--- src/rtl/apac_pkg.sv ---
// Shared constants for the parking access controller lane scheduler:
// FSM state encodings, lane identifiers and default PIN/lockout settings.
package apac_pkg;

    localparam logic [2:0] ST_IDLE  = 3'd0;
    localparam logic [2:0] ST_CHECK = 3'd1;
    localparam logic [2:0] ST_OPEN  = 3'd2;
    localparam logic [2:0] ST_LOCK  = 3'd3;
    localparam logic [2:0] ST_BLOCK = 3'd4;

    localparam logic LANE_A = 1'b0;
    localparam logic LANE_B = 1'b1;

    localparam logic [7:0] PSWD_DEFAULT      = 8'h57;
    localparam int         MAX_TRIES_DEFAULT = 3;

endpackage

--- src/rtl/apac_pin_checker.sv ---
// Shared PIN checker: per-lane keypad edge detect, PIN compare for the owning
// lane and the wrong-attempt counter. Result outputs are single-cycle pulses.
module apac_pin_checker
    import apac_pkg::*;
#(
    parameter int              PW_W      = 8,
    parameter logic [PW_W-1:0] PSWD      = PW_W'(PSWD_DEFAULT),
    parameter int              MAX_TRIES = MAX_TRIES_DEFAULT
) (
    input  logic            clk,
    input  logic            rst,
    input  logic            try_a,
    input  logic            try_b,
    input  logic [PW_W-1:0] pin_a,
    input  logic [PW_W-1:0] pin_b,
    input  logic            sel_b,
    input  logic            active,
    input  logic            count_en,
    input  logic            clr_tries,
    output logic            pin_ok,
    output logic            pin_bad,
    output logic            tries_exhausted
);

    localparam int TRY_W = $clog2(MAX_TRIES + 1);

    logic             try_a_q;
    logic             try_b_q;
    logic [TRY_W-1:0] tries_q;
    logic [TRY_W-1:0] tries_d;
    logic             try_rise;
    logic [PW_W-1:0]  pin_sel;

    // Only the owning lane's keypad is looked at; the other lane is ignored.
    always_comb begin
        try_rise        = sel_b ? (try_b & ~try_b_q) : (try_a & ~try_a_q);
        pin_sel         = sel_b ? pin_b : pin_a;
        pin_ok          = active & try_rise & (pin_sel == PSWD);
        pin_bad         = active & try_rise & (pin_sel != PSWD);
        tries_exhausted = count_en & pin_bad & (tries_q == TRY_W'(MAX_TRIES - 1));
        tries_d         = tries_q;
        if (clr_tries || pin_ok) begin
            tries_d = '0;
        end else if (count_en && pin_bad && (tries_q != TRY_W'(MAX_TRIES))) begin
            tries_d = tries_q + 1'b1;
        end
    end

    always_ff @(posedge clk) begin
        if (rst) begin
            try_a_q <= 1'b0;
            try_b_q <= 1'b0;
            tries_q <= '0;
        end else begin
            try_a_q <= try_a;
            try_b_q <= try_b;
            tries_q <= tries_d;
        end
    end

endmodule

--- src/rtl/apac_lane_scheduler.sv ---
// Two-lane parking entry scheduler: round-robin arbitration of one PIN checker,
// gate sequencing with open timeout, occupancy tracking and full-lot refusal.
module apac_lane_scheduler
    import apac_pkg::*;
#(
    parameter int              PW_W         = 8,
    parameter logic [PW_W-1:0] PSWD         = PW_W'(PSWD_DEFAULT),
    parameter int              MAX_TRIES    = MAX_TRIES_DEFAULT,
    parameter int              CAPACITY     = 16,
    parameter int              OPEN_TIMEOUT = 64,
    localparam int             OCC_W        = $clog2(CAPACITY + 1)
) (
    input  logic             clk,
    input  logic             rst,
    input  logic             req_a,
    input  logic             req_b,
    input  logic             pass_a,
    input  logic             pass_b,
    input  logic             try_a,
    input  logic             try_b,
    input  logic [PW_W-1:0]  pin_a,
    input  logic [PW_W-1:0]  pin_b,
    input  logic             exit_evt,
    output logic             grant_a,
    output logic             grant_b,
    output logic             open_a,
    output logic             open_b,
    output logic             close_a,
    output logic             close_b,
    output logic             alarm_pin,
    output logic             alarm_block,
    output logic             full,
    output logic [OCC_W-1:0] occupancy
);

    localparam int TMR_W = $clog2(OPEN_TIMEOUT + 1);

    logic [2:0]       state_q, state_d;
    logic             owner_q, owner_d;
    logic             last_q, last_d;
    logic [TMR_W-1:0] timer_q, timer_d;
    logic [OCC_W-1:0] occ_q, occ_d;
    logic             pass_a_q, pass_b_q;
    logic             grant_a_q, grant_a_d, grant_b_q, grant_b_d;
    logic             open_a_q, open_a_d, open_b_q, open_b_d;
    logic             alarm_pin_q, alarm_pin_d, alarm_block_q, alarm_block_d;
    logic             full_q, full_d;
    logic             cur_req, cur_pass, cur_pass_rise, inc;
    logic             pin_ok, pin_bad, tries_exhausted;

    apac_pin_checker #(
        .PW_W      (PW_W),
        .PSWD      (PSWD),
        .MAX_TRIES (MAX_TRIES)
    ) u_pin_checker (
        .clk             (clk),
        .rst             (rst),
        .try_a           (try_a),
        .try_b           (try_b),
        .pin_a           (pin_a),
        .pin_b           (pin_b),
        .sel_b           (owner_q),
        .active          ((state_q == ST_CHECK) || (state_q == ST_LOCK) || (state_q == ST_BLOCK)),
        .count_en        (state_q == ST_CHECK),
        .clr_tries       (state_q == ST_IDLE),
        .pin_ok          (pin_ok),
        .pin_bad         (pin_bad),
        .tries_exhausted (tries_exhausted)
    );

    always_comb begin
        cur_req       = owner_q ? req_b : req_a;
        cur_pass      = owner_q ? pass_b : pass_a;
        cur_pass_rise = owner_q ? (pass_b & ~pass_b_q) : (pass_a & ~pass_a_q);
        state_d       = state_q;
        owner_d       = owner_q;
        last_d        = last_q;
        timer_d       = timer_q;
        case (state_q)
            ST_IDLE: begin
                // A full lot leaves requests waiting; a tie goes to the lane not served last.
                if (!full_q) begin
                    if (req_a && req_b) begin
                        owner_d = ~last_q;
                        state_d = ST_CHECK;
                    end else if (req_a) begin
                        owner_d = LANE_A;
                        state_d = ST_CHECK;
                    end else if (req_b) begin
                        owner_d = LANE_B;
                        state_d = ST_CHECK;
                    end
                end
            end
            ST_CHECK: begin
                if (!cur_req) begin
                    state_d = ST_IDLE;
                    last_d  = owner_q;
                end else if (cur_pass) begin
                    state_d = ST_BLOCK;
                end else if (pin_ok) begin
                    state_d = ST_OPEN;
                    timer_d = '0;
                end else if (tries_exhausted) begin
                    state_d = ST_LOCK;
                end
            end
            ST_OPEN: begin
                if (cur_pass_rise) begin
                    state_d = ST_IDLE;
                    last_d  = owner_q;
                end else if (timer_q == TMR_W'(OPEN_TIMEOUT - 1)) begin
                    state_d = ST_IDLE;
                end else begin
                    timer_d = timer_q + 1'b1;
                end
            end
            ST_LOCK, ST_BLOCK: begin
                if (pin_ok) begin
                    state_d = ST_IDLE;
                end
            end
            default: state_d = ST_IDLE;
        endcase

        // A same-cycle entry and exit cancel out; exits saturate at an empty lot.
        inc   = (state_q == ST_OPEN) && cur_pass_rise && (occ_q != OCC_W'(CAPACITY));
        occ_d = occ_q;
        if (inc && exit_evt) begin
            occ_d = occ_q;
        end else if (inc) begin
            occ_d = occ_q + 1'b1;
        end else if (exit_evt && (occ_q != '0)) begin
            occ_d = occ_q - 1'b1;
        end

        grant_a_d     = (state_d != ST_IDLE) && (owner_d == LANE_A);
        grant_b_d     = (state_d != ST_IDLE) && (owner_d == LANE_B);
        open_a_d      = (state_d == ST_OPEN) && (owner_d == LANE_A);
        open_b_d      = (state_d == ST_OPEN) && (owner_d == LANE_B);
        alarm_pin_d   = (state_d == ST_LOCK);
        alarm_block_d = (state_d == ST_BLOCK);
        full_d        = (occ_d == OCC_W'(CAPACITY));
    end

    always_ff @(posedge clk) begin
        if (rst) begin
            state_q       <= ST_IDLE;
            owner_q       <= LANE_A;
            last_q        <= LANE_B;
            timer_q       <= '0;
            occ_q         <= '0;
            pass_a_q      <= 1'b0;
            pass_b_q      <= 1'b0;
            grant_a_q     <= 1'b0;
            grant_b_q     <= 1'b0;
            open_a_q      <= 1'b0;
            open_b_q      <= 1'b0;
            alarm_pin_q   <= 1'b0;
            alarm_block_q <= 1'b0;
            full_q        <= 1'b0;
        end else begin
            state_q       <= state_d;
            owner_q       <= owner_d;
            last_q        <= last_d;
            timer_q       <= timer_d;
            occ_q         <= occ_d;
            pass_a_q      <= pass_a;
            pass_b_q      <= pass_b;
            grant_a_q     <= grant_a_d;
            grant_b_q     <= grant_b_d;
            open_a_q      <= open_a_d;
            open_b_q      <= open_b_d;
            alarm_pin_q   <= alarm_pin_d;
            alarm_block_q <= alarm_block_d;
            full_q        <= full_d;
        end
    end

    assign grant_a     = grant_a_q;
    assign grant_b     = grant_b_q;
    assign open_a      = open_a_q;
    assign open_b      = open_b_q;
    assign close_a     = ~open_a_q;
    assign close_b     = ~open_b_q;
    assign alarm_pin   = alarm_pin_q;
    assign alarm_block = alarm_block_q;
    assign full        = full_q;
    assign occupancy   = occ_q;

endmodule

--- config.mk ---
export PLATFORM = sky130hd
export DESIGN_NAME = apac_lane_scheduler
export DESIGN_NICKNAME = d
export VERILOG_FILES = /design/src/rtl/apac_pkg.sv /design/src/rtl/apac_pin_checker.sv /design/src/rtl/apac_lane_scheduler.sv
export SDC_FILE = /design/constraint.sdc
export NUM_CORES = 1
export LEC_CHECK = 0
export CAP_MARGIN = 40
export CORE_UTILIZATION = 45
export DETAILED_ROUTE_END_ITERATION = 12
export PLACE_DENSITY = 0.71
export SYNTH_ARGS = -nofsm -noshare
export SYNTH_HDL_FRONTEND = slang
export SYNTH_SLANG_ARGS = --single-unit
--- constraint.sdc ---
create_clock -name clk -period 4.15 [get_ports clk]
set_clock_uncertainty 0.05 [all_clocks]
set_input_delay 0.415 -clock clk [delete_from_list [all_inputs] [get_ports clk]]
set_output_delay 0.415 -clock clk [all_outputs]
set_load 0.01 [all_outputs]
Word level (Yosys, flattened, before mapping)
Cells that the tools add are included.

storage, ports and cells
  register bits = 30
  bits of input ports = 25
  output and inout bits = 14
  word-level logic and storage cells = 115

cells by class
  add/sub/neg operators = 4
  equal/unequal tests = 21
  multiplexer cells = 34
  bitwise gates (word level) = 17
  reduce and logical (&&, ||, !) cells = 22

operator list
  cell                   number
  $mux W7                5
  $mux W3                11
  $ne A2 B2 Y1 const B   8
  $mux W5                3
  $pmux W7 S2            1
  $eq A3 B2 Y1 const B   4
  $pmux W3 S4            1
  $logic_and A1 B1 Y1    11
  $mux W1                11
  $and A1 B1 Y1          9
  $eq A8 B7 Y1 const B   1
  $mux W8                1
  $ne A8 B7 Y1 const B   1
  $not A1 Y1             8
  $add A7 B1 Y7 const B  1
  $eq A7 B6 Y1 const B   1
  $eq A3 B3 Y1 const B   2
  $reduce_and A6 Y1      1
  $add A5 B1 Y5 const B  1
  $eq A5 B5 Y1 const B   1
  $ne A5 B5 Y1 const B   1
  $reduce_bool A5 Y1     1
  $sub A5 B1 Y5 const B  1
  $reduce_or A2 Y1       2
  other kinds (9)        11

Logic depth before layout (Yosys ltp)
  depth after elaboration = 14
  mapped depth = 9

Hierarchy
A second synthesis with hierarchy kept.

second synthesis, totals
  cell total of the unflattened synthesis = 192
  area total of the unflattened synthesis = 1674.1 sq um

by module, submodules not included
  module               times used  cells an instance  area each (sq um)  sequential area each (sq um)
  apac_lane_scheduler  1           157                1376.3             520.5
  apac_pin_checker     1           35                 297.8              80.1

Worst setup path before layout
No wires, ideal clock.

  kind = register to register
  start point = register occ_q[0] (netlist: occupancy[0])
  end point = register full_q (netlist: full)
  setup time = 0.118 ns
  arrival time = 1.993 ns
  data required time = 3.982 ns
  slack = 1.990 ns
  stages on the path, launching flop included = 10
  path buffers = 1
  cells stage by stage = dfxtp_1 > inv_1 > ha_1 > or3b_2 > o21ai_0 > a21oi_1 > or2_1 > buf_2 > nor3b_1 > o2111a_1

on the way
  cells in the longest elaborated chain, start to end = 6

ends and longest elaborated chain
  item                                                                   line                        RTL
  start: declaration                                                     apac_lane_scheduler.sv:42   logic [OCC_W-1:0] occ_q, occ_d;
  start signal: assignment                                               apac_lane_scheduler.sv:152  occ_q <= '0;
  start signal: assignment                                               apac_lane_scheduler.sv:167  occ_q <= occ_d;
  parallel branches: the longest is 4 deep, another holds $sub A5 B1 Y5  n/a
  $mux W5 *                                                              apac_lane_scheduler.sv:129  if (inc && exit_evt) begin
  $eq A5 B5 Y1 *                                                         apac_lane_scheduler.sv:143  full_d = (occ_d == OCC_W'(CAPACITY));
  end signal: assignment                                                 apac_lane_scheduler.sv:176  full_q <= full_d;
  end: declaration                                                       apac_lane_scheduler.sv:47   logic full_q, full_d;

Every way passes the cells marked *.
A chain may end at the register's enable or synchronous reset.

Final worst setup path
Same ends and word-level chain as after synthesis.

==> summary.txt <==
Power
  • Lkg Pwr: 0.749 nW
  • Peak VDD IR: ~280 uV
  • Pwr Density: between 300 and 400 nW/um^2

STA
  • Final Hold Viols: 0
  • Slew Limit Fails: 0
  • Peak Freq: a little over 400 MHz
  • Min Tclk post-route: around 2400 ps
  • Worst Tran Pin Value: around 840 ps
  • Final period util: just under 60%
  • TNS Setup: 0 ps
  • # setup viols final: 0
  • Final setup margin: roughly 1700 ps
  • Slew margin rel.: 44.0%
  • RSZ-0062 raised after global routing: false

Drt
  • Drc violations: 0
  • Detailed Route Iter0 Violations: 72
  • Final wirelength: 4000 um
  • Drt via density: 5.57
  • Pre-Repair DR Iteration Count: 4
  • Vias post-DR: roughly 1.6k
  • DR WL/cell: 14.2 um
  • ANT nets after route: 0

Placed design
  • Post-DP Area: a little over 2000 um^2
  • DPL Wire Length: 3010 um
  • Pre-CTS setup slack: 1450 ps
  • PortBufs: 38
  • RD Place Congestion: 0.880

Critical path
  • Buf/Inv on CP: 1
  • Flop2flop setup slack: 1740 ps
  • Critical Path Slowest Stage Cell: a2111oi_0
  • Worst setup EP type: flop
  • CP Max Fanout: 6
  • Crit start category: flop
  • CP Class: flop to flop
  • Critical path required time: ~4400 ps
  • Peak per-stage delay on the critical path: around 520 ps
  • Critical path's top delay family: compound AO/OA/AOI/OAI gates
  • Critical Path, Cell by Cell: inv_1 -> ha_1 -> nor3b_1 -> nand2_1 -> a2111oi_0 -> o22ai_1 -> xor2_1 -> o2111a_1
  • Critical Path AT: 2640 ps

Clock network
  • Clock Tree Buf Depth: 2
  • CTS Sinks: 30
  • H-tree depth: 2
  • Cts repair resizes: 0
  • Clock Pin Slew Worst Setup and Hold Paths: roughly 100 ps
  • Num CTS Buffers: 5
  • Hold buffer count at CTS: 0
  • Root buffer cell: clkbuf_4
  • Worst skew pair latency: about 330 ps
  • CTS tree: yes
  • Setup Buffers After CTS: 0

Yosys
  • Synth area leaders: dfxtp_1 (37%), ha_1 (3.8%), nand2_1 (3.7%), nor2_1 (3.7%), nor3b_1 (3.7%)
  • Mean area per synthesized cell: approximately 8.4 um^2
  • FF+latch count, synth: 30
  • Area share of the largest cell type after synthesis: 36.5%
  • Yosys cell types: 52
  • Most common cell in the netlist: dfxtp_1
  • Syn nets: 226
  • Register area share after synthesis: 36.5%
  • Synth area leader: dfxtp_1
  • Synthesized instance count: 196
  • Synth warnings: 0
  • EDFF count, synth: 0
  • Ys async rst share: 0%
  • Synthesized area: 1650 um^2
  • Commonest cells in the netlist: dfxtp_1 (30), nand2_1 (16), nor2_1 (16)
  • Synth Flop Type: dfxtp_1

GRT
  • Gr usage total: 22.3%
  • Initial antenna violation count: 0
  • Number of global-route vias before repair: 1,511
  • Pin count of the biggest net entering global routing: 24
  • First-pass GRT wire length: ~6900 um
  • GRT overflow: 0

Floorplan
  • Full die area: 3900 um^2
  • Core box area: 3420 um^2
  • Initial core utilization: a little under 50%
  • Chip Width: 62.5 um
  • FP Rows: 21
  • Chip Height: 62.5 um
  • IO Pins: 39

Run status
  • Status: finished clean

Hold path
  • Hold Crit Class: flop to flop

Cells and area
  • Ant. Diodes: 0
  • Post-layout nets: roughly 270
  • Share of post-route cells with drive strength above 1: 6.36%
  • Synthesis-to-finish area growth: 28.7%
  • Design area: 2120 um^2
  • Fill count: 315

Run
  • MaxCap Viol Count: 0
-- final timing paths --
path                                         startpoint                      end  depth (start not counted)
worst min register to register  timer_q[1]$_SDFFE_PP0P_  timer_q[1]$_SDFFE_PP0P_                          2
worst max-delay path            occupancy[0]$_SDFF_PP0_          full$_SDFF_PP0_                          8
worst min-delay path            timer_q[1]$_SDFFE_PP0P_  timer_q[1]$_SDFFE_PP0P_                          2
worst max register to register  occupancy[0]$_SDFF_PP0_          full$_SDFF_PP0_                          8
-- metrics by stage --
step	instances	utilization, %	power (mW)	hold slack [ps]
3_3_place_gp	274	60.2	0.584	412
2_1_floorplan	196	-	0.503	399
4_1_cts	282	62.0	0.773	432
6_report	282	62.0	0.771	432
3_5_place_dp	274	60.2	0.592	419
5_1_grt	282	62.0	0.828	460
-- worst min-delay path, stage by stage, from the launching register on --
cell and delay (ps):
dfxtp_1 340, nand2_1 60, a21oi_1 50
-- layout make-up --
type                    count  area (um^2)  share of cell area (%)
flip-flops and latches     30          601                    28.4
multi-input cells         150          981                    46.3
clock buffers               7         55.1                    2.60
inverters                  10         37.5                    1.77
well taps                  46         57.6                    2.72
clock inverters             1         5.00                   0.236
repair buffers             38          380                    18.0
-- metal layers --
metal	global-route usage, %	vias to the layer above	share of wire, %
li1	-	794	-
met1	27.4	730	45
met2	38.5	40	48
met3	3.83	7	4.8
met4	8.43	0	1.8
met5	0	-	0
-- cell usage in the layout, fill, tap and decap left out, types with 5 or more instances in the layout --
cell type        Yosys  final
a211oi_1             5      5
a21oi_1              9      9
a31oi_1              5      5
clkbuf_4             0      5
clkdlybuf4s50_1      0     38
dfxtp_1             30     30
ha_1                 5      5
inv_1               10     10
nand2_1             16     16
nand3_1              6      6
nor2_1              16     16
nor2b_1              8      8
nor3_1               7      7
nor3b_1              8      8
o21ai_0             10     10
-- registers in the layout, indices dropped and copies added (netlist names), 2 cells and up --
signal / cells
state_q: 3
occupancy: 5
u_pin_checker.tries_q: 2
timer_q: 7
-- logic make-up after synthesis --
kind of cell	synth area share [%]
and+or+nand+nor	32.2
buffers and inverters	3.88
adders and majority gates	3.80
xor gates and xnor gates	2.66
DFF	36.5
muxes	2.51
AOI/OAI and AO/OA	18.4
-- power by group --
group	internal (mW)	total (mW)	leakage (nW)	switching (mW)
logic	0.127	0.248	0.469	0.121
registers	0.311	0.341	0.245	0.0298
clock network	0.0820	0.182	0.0353	0.100
Note: power is estimated with default switching activity, not from simulation.
